**src/rtl/bsg_profiler_sum_channels.sv**
```systemverilog
// Per-channel profiling accumulators with atomic snapshot-and-clear, streamed out one channel per beat.
// Latency: increments land 1 cycle later; a dump accepted at edge t shows v_o from t+1 and holds each beat until yumi_i.
// Backpressure: dump_v_i is ignored while streaming. Build with BSG_PROFILER_SUM_CHANNELS_SATURATE_EN to saturate instead of wrap.
module bsg_profiler_sum_channels #(
   parameter int els_p       = 32,
   parameter int width_p     = 16,
   parameter int sum_width_p = 32,
   localparam int lg_els_lp  = (els_p > 1) ? $clog2(els_p) : 1
) (
   input  logic                       clk_i,
   input  logic                       reset_i,
   input  logic [els_p*width_p-1:0]   countme_i,
   input  logic                       clear_i,
   input  logic                       dump_v_i,
   output logic                       dump_ready_o,
   output logic                       v_o,
   output logic [sum_width_p-1:0]     data_o,
   output logic                       overflow_o,
   output logic [lg_els_lp-1:0]       id_o,
   input  logic                       yumi_i
);

   typedef enum logic {IDLE, SEND} state_e;

   localparam logic [lg_els_lp-1:0] last_idx_lp = lg_els_lp'(els_p - 1);

   state_e                 state_r;
   logic [lg_els_lp-1:0]   idx_r;
   logic [sum_width_p-1:0] acc_r  [els_p];
   logic [sum_width_p-1:0] snap_r [els_p];
   logic [els_p-1:0]       ovf_r;
   logic [els_p-1:0]       snap_ovf_r;

   logic [sum_width_p-1:0] inc      [els_p];
   logic [sum_width_p-1:0] acc_next [els_p];
   logic [els_p-1:0]       carry;
   logic                   dump_fire;

   assign dump_fire = (state_r == IDLE) && dump_v_i;

   always_comb begin
      for (int i = 0; i < els_p; i++) begin
         inc[i] = sum_width_p'(countme_i[i*width_p +: width_p]);
         {carry[i], acc_next[i]} = {1'b0, acc_r[i]} + {1'b0, inc[i]};
`ifdef BSG_PROFILER_SUM_CHANNELS_SATURATE_EN
         if (carry[i]) acc_next[i] = '1;
`endif
      end
   end

   always_ff @(posedge clk_i) begin
      if (reset_i) begin
         state_r <= IDLE;
         idx_r   <= '0;
         for (int i = 0; i < els_p; i++) begin
            acc_r[i]      <= '0;
            snap_r[i]     <= '0;
            ovf_r[i]      <= 1'b0;
            snap_ovf_r[i] <= 1'b0;
         end
      end else begin
         for (int i = 0; i < els_p; i++) begin
            // The snapshot takes the pre-add value, so this cycle's increment seeds the fresh count.
            if (clear_i) begin
               acc_r[i] <= '0;
               ovf_r[i] <= 1'b0;
            end else if (dump_fire) begin
               acc_r[i] <= inc[i];
               ovf_r[i] <= 1'b0;
            end else begin
               acc_r[i] <= acc_next[i];
               ovf_r[i] <= ovf_r[i] | carry[i];
            end
            if (dump_fire) begin
               snap_r[i]     <= acc_r[i];
               snap_ovf_r[i] <= ovf_r[i];
            end
         end

         case (state_r)
            IDLE: begin
               if (dump_v_i) begin
                  state_r <= SEND;
                  idx_r   <= '0;
               end
            end
            SEND: begin
               if (yumi_i) begin
                  if (idx_r == last_idx_lp) begin
                     state_r <= IDLE;
                     idx_r   <= '0;
                  end else begin
                     idx_r <= idx_r + 1'b1;
                  end
               end
            end
            default: state_r <= IDLE;
         endcase
      end
   end

   assign dump_ready_o = (state_r == IDLE);
   assign v_o          = (state_r == SEND);
   assign data_o       = snap_r[idx_r];
   assign overflow_o   = snap_ovf_r[idx_r];
   assign id_o         = idx_r;

endmodule

```
**config.mk**
```make
export PLATFORM = sky130hd
export DESIGN_NAME = bsg_profiler_sum_channels
export DESIGN_NICKNAME = d
export VERILOG_FILES = /design/src/rtl/bsg_profiler_sum_channels.sv
export SDC_FILE = /design/constraint.sdc
export NUM_CORES = 2
export LEC_CHECK = 0
export CAP_MARGIN = 20
export CORE_ASPECT_RATIO = 0.8
export CORE_MARGIN = 2
export CORE_UTILIZATION = 35
export DETAILED_ROUTE_END_ITERATION = 8
export SLEW_MARGIN = 20
export SYNTH_ARGS = -nofsm -noshare
export SYNTH_HDL_FRONTEND = slang
export SYNTH_SLANG_ARGS = --single-unit
export TNS_END_PERCENT = 100
```
**constraint.sdc**
```tcl
create_clock -name clk_i -period 41 [get_ports clk_i]
set_input_delay 12.3 -clock clk_i [delete_from_list [all_inputs] [get_ports clk_i]]
set_output_delay 12.3 -clock clk_i [all_outputs]
set_load 0.02 [all_outputs]
```
# After elaboration in Yosys (flattened, before gate mapping)

Memory sizes are Yosys's and may differ from the RTL's. A register that Yosys moved wholly into a read port is not among the register bits.
Index checks and enable logic that the tools add are counted.
Widths: inputs -> output; s select.

Register bits after elaboration: 70
Memory bits (writable): 2048
Output and inout port bits: 40
Word-level logic and storage cells: 362
Memories kept: 2

Memory list:

| memory | words | bits a word | rd ports | clocked after memory_dff | write ports | RTL line | RTL |
|---|---|---|---|---|---|---|---|
| acc_r  | 32    | 32          | 32       | 0                        | 32          | 29       | `logic [sum_width_p-1:0] acc_r [els_p];` |
| snap_r | 32    | 32          | 1        | 1                        | 32          | 30       | `logic [sum_width_p-1:0] snap_r [els_p];` |

Eq/ne operators: 3
Magnitude comparators: 1
Multiplexer cells: 155
Reduce and logical (&&, ||, !) cells: 3
Add/sub/neg operators: 33
Bitwise logic cells: 161

Operators by type and width:

| kind                | number |
|---|---|
| $mux 32             | 128 |
| $add 32x16->33      | 32 |
| $or 1x1->1          | 160 |
| $mux 5              | 5 |
| $mux 1              | 19 |
| $pmux 5 s2          | 1 |
| $lt 5x6->1 const B  | 1 |
| $add 5x1->5 const B | 1 |
| $bmux 1 s5          | 1 |
| $eq 5x5->1 const B  | 1 |
| $ne 2x2->1 const B  | 2 |
| $reduce_or 3->1     | 1 |
| $pmux 1 s2          | 1 |
| $reduce_and 2->1    | 1 |
| $logic_and 1x1->1   | 1 |
| $not 1->1           | 1 |

# Longest topological paths before layout

Depth after elaboration: 8
Mapped depth: 13

# Worst setup path after synthesis

No wires, ideal clock.

Path kind: input -> register
Start: in reset_i
End: mem snap_r[0][0], enable pin
Cell stages on the path: 4
Path buffers: 2
Slack: 7.125 ns
Setup time: 1.356 ns
Data arrival time: 32.519 ns
Path through: clkbuf_1 nor2_1 clkbuf_1 inv_1

RTL lines:

| what            | RTL line | RTL |
|---|---|---|
| start, declared | 11       | `input logic reset_i,` |
| end, declared   | 30       |  |

==> metrics <==
number of register bits inferred by synthesis=2,123; routed length per instance=21.31 µm; initial antenna violation count=60; number of rows created at floorplan=189; # Post-CTS Setup Buffers=0; number of top-level design ports=557; Pwr per Cell Area=40.57 nW/µm²; number of levels the H-tree was split into=4; area used by sequential logic in the layout=63,010 µm²; clock buffers created by TritonCTS=236; final hold slack=0.4323 ns; top flip-flop cell by instance count after synthesis=sky130_fd_sc_hd__edfxtp_1; Final Util=41.83%; Die Y-Extent=521.0 µm; Finished Cell Area=138,900 µm²; GRT Total Usage=19.46%; first drt pass iteration count=6; nature of the critical path endpoint=output pin; per-instance average area after synthesis=11.96 µm²; pins over their slew limit=0; type of the tightest min-delay check=register to register; first-pass GRT wire length=498,100 µm; Worst Setup Path Type=register to output pin; Worst slew margin=26.93%; overall overflow remaining after global route=0; Post-synth EDFFs=2,048; maximum fanout count along the critical path=45; run status=complete, no violations; cell type with the highest occurrence count on the critical path=sky130_fd_sc_hd__buf_4; placed cell areas=131,000 µm²; Die Wd=650.2 µm; required time of the worst setup path=28.70 ns; area of combinational cells with multiple inputs=55,650 µm²; Die Outline Area=338,800 µm²; post-synthesis adder-cell area fraction=6.048%; largest net degree at the start of global routing=176; final net count=12,330; synthesized-area fraction occupied by xor and xnor cells=5.977%; pre-CTS setup slack=23.05 ns; largest family of logic cells by synthesized area=simple AND/OR/NAND/NOR gates; setup tns final=0 ns; clk sinks=2,123; Finished Layout Cells=15,900; Static Leakage=52.44 nW; number of port buffers=556; sequential area share after synthesis=53.88%; sequence of cells on the critical path=buf_4 > buf_4 > buf_4 > mux4_2 > mux4_2 > mux2_2 > clkdlybuf4s50_1; Core ar.=332,000 µm²; setup slack after layout=22.33 ns; transition time of the tightest slew-check pin=1.096 ns; post-synth design cell area=116,900 µm²; number of design-rule violations left by the first detailed-router iteration=7,586; share of layout cells above drive strength 1=7.470%; number of distinct library cell variants in the gate-level netlist after synthesis=95; area fraction in and, or, nand and nor cells after synthesis=15.22%; vias=80,680; setup violation total in the final timing report=0; number of placed cells counting well taps=15,420; clock-pin slew on the worst setup and hold paths=0.06 ns; unrepaired setup endpoints after global routing=false; final estimated routing congestion in global placement=0.8920; largest stage delay on the critical path=0.87 ns; area added between synthesis and finish=18.77%; final hold viol count=0; final worst clock skew=0.07563 ns; Yosys warning total=0; peak supply drop=34.58 µV; initial standard-cell utilization of the core=35.22%; post-detailed-placement half-perimeter wirelength=248,500 µm; PnR Total Power=5.635 mW; library cell contributing the largest single delay on the critical path=sky130_fd_sc_hd__dfxtp_4; residual antenna-violating net count after detailed routing=0; worst skew pair latency=0.91 ns; maximum buffer depth of the clock tree=4; fraction of synthesized area in multiplexers=6.716%; CP Data Arrival Time=6.37 ns; via density per instance=5.073; clock root cell=sky130_fd_sc_hd__clkbuf_16; number of buffers inserted by hold repair at cts=0; clock tree from TritonCTS=done; number of fillers in the final layout=31,320; total wirelength of the detailed-routed design=338,900 µm; Resized Gates After CTS=0; area fraction in compound gates after synthesis=10.31%; maximum clock frequency=0.05355 GHz; ys async rst share=0%; Post-Synthesis Cells=9,780; vias in the first global route=74,980; max_cap viols=0; Post-route DRC=0; kind of start point of the critical path=register; Final Cycle Share=45.54%; final critical path time including I/O delays and setup=18.67 ns
-- layout by cell type, fill, tap and decap left out, types with 75 or more instances in the layout --
cell | netlist | final
sky130_fd_sc_hd__xnor2_1 | 339 | 339
sky130_fd_sc_hd__o21ai_1 | 169 | 169
sky130_fd_sc_hd__and3_1 | 126 | 126
sky130_fd_sc_hd__nor2b_1 | 514 | 514
sky130_fd_sc_hd__nand2_1 | 764 | 763
sky130_fd_sc_hd__edfxtp_1 | 2048 | 2048
sky130_fd_sc_hd__buf_4 | 0 | 75
sky130_fd_sc_hd__o21ai_0 | 492 | 492
sky130_fd_sc_hd__and2_1 | 593 | 593
sky130_fd_sc_hd__nand4_1 | 79 | 79
sky130_fd_sc_hd__nor2_1 | 711 | 709
sky130_fd_sc_hd__mux4_2 | 330 | 330
sky130_fd_sc_hd__ha_1 | 514 | 514
sky130_fd_sc_hd__or3_1 | 108 | 107
sky130_fd_sc_hd__inv_1 | 154 | 153
sky130_fd_sc_hd__nand3_1 | 263 | 263
sky130_fd_sc_hd__clkdlybuf4s50_1 | 0 | 555
sky130_fd_sc_hd__nor3_1 | 119 | 117
sky130_fd_sc_hd__a21o_1 | 217 | 217
sky130_fd_sc_hd__a21oi_1 | 417 | 417
sky130_fd_sc_hd__a22o_1 | 114 | 114
sky130_fd_sc_hd__conb_1 | 1 | 1024
sky130_fd_sc_hd__clkbuf_16 | 0 | 241
sky130_fd_sc_hd__xor2_1 | 459 | 459
-- final cells by class --
type / instances / share of cell area, %
sequential: 2123 / 45.37
clock inverter: 132 / 0.9739
timing repair buffer: 636 / 4.488
inverter: 157 / 0.4297
multi-input combinational: 8108 / 40.07
tap: 4393 / 3.958
antenna: 50 / 0.09009
clock buffer: 303 / 4.618
-- final timing paths --
path,start,end,slack (ns),depth (start not counted)
max reg2reg,v_o,acc_r[0][73],35.54,8
min,ovf_r[13],snap_ovf_r[13],0.43,1
max,register,data_o[2],22.33,7
min reg2reg,ovf_r[13],snap_ovf_r[13],0.43,1
-- synthesized netlist by cell type (all sizes together), types with 15 or more instances --
cell type / n / area, µm²
edfxtp: 2048 / 61500
nand2: 764 / 2868
nor2: 711 / 2669
o21ai: 662 / 3317
and2: 593 / 3710
ha: 514 / 6431
nor2b: 514 / 3216
xor2: 459 / 4020
a21oi: 421 / 2122
clkbuf: 374 / 1404
xnor2: 339 / 2969
mux4: 330 / 7432
nand3: 263 / 1316
a21o: 217 / 1629
inv: 156 / 585.6
and3: 126 / 788.3
nor3: 119 / 595.6
a22o: 115 / 1016
or3: 109 / 686.9
nand4: 79 / 494.2
dfxtp: 75 / 1501
nand2b: 67 / 419.2
a31oi: 60 / 381.6
o21bai: 56 / 420.4
o211ai: 50 / 375.4
o21a: 48 / 360.4
buf: 41 / 165.2
and4: 33 / 289.0
mux2: 33 / 371.6
fa: 32 / 640.6
a32o: 28 / 280.3
a41oi: 28 / 245.2
nor3b: 27 / 202.7
o31ai: 27 / 217.7
a211oi: 24 / 180.2
or4: 21 / 157.7
or2: 16 / 100.1
a211o: 15 / 131.4
nor4: 15 / 93.84
o2111ai: 15 / 131.4
-- sequential cells by signal, indices dropped and copies added, names as in the netlist, named ones only --
name / count
id_o: 5
v_o: 1
snap_r: 1024
snap_ovf_r: 32
acc_r: 1024
ovf_r: 32
-- critical path: cells and delay by family (launching register included) --
kind,cells,cell delay (ns)
buffers and inverters,4,2.80
DFF,1,0.87
muxes,3,1.66
-- per-layer routing --
layer | share of wire (%) | track usage, % | vias up
li1 | - | - | 38390
met1 | 48 | 30.03 | 39540
met2 | 42 | 28.03 | 2318
met3 | 6.7 | 2.964 | 408
met4 | 2.8 | 5.535 | 16
met5 | 0.027 | 0 | -
-- kinds of logic (layout without fill, tap and decap cells) --
kind of cell             count (synthesis)  count (layout)
AND/OR/NAND/NOR                       3478            3478
flip-flops                            2123            2123
AO/OA/AOI/OAI                         1894            1894
XOR/XNOR                               798             798
buffers and inverters                  572            1228
adder cells (fa/ha/maj)                546             546
multiplexers                           368             368
other                                    1            1074
-- power by group --
group	switching [mW]	total [mW]	internal (mW)
clock network	0.910	2.17	1.26
registers	0.0984	2.65	2.55
logic	0.478	0.819	0.342
No activity file was read; power rests on OpenSTA's default activity.
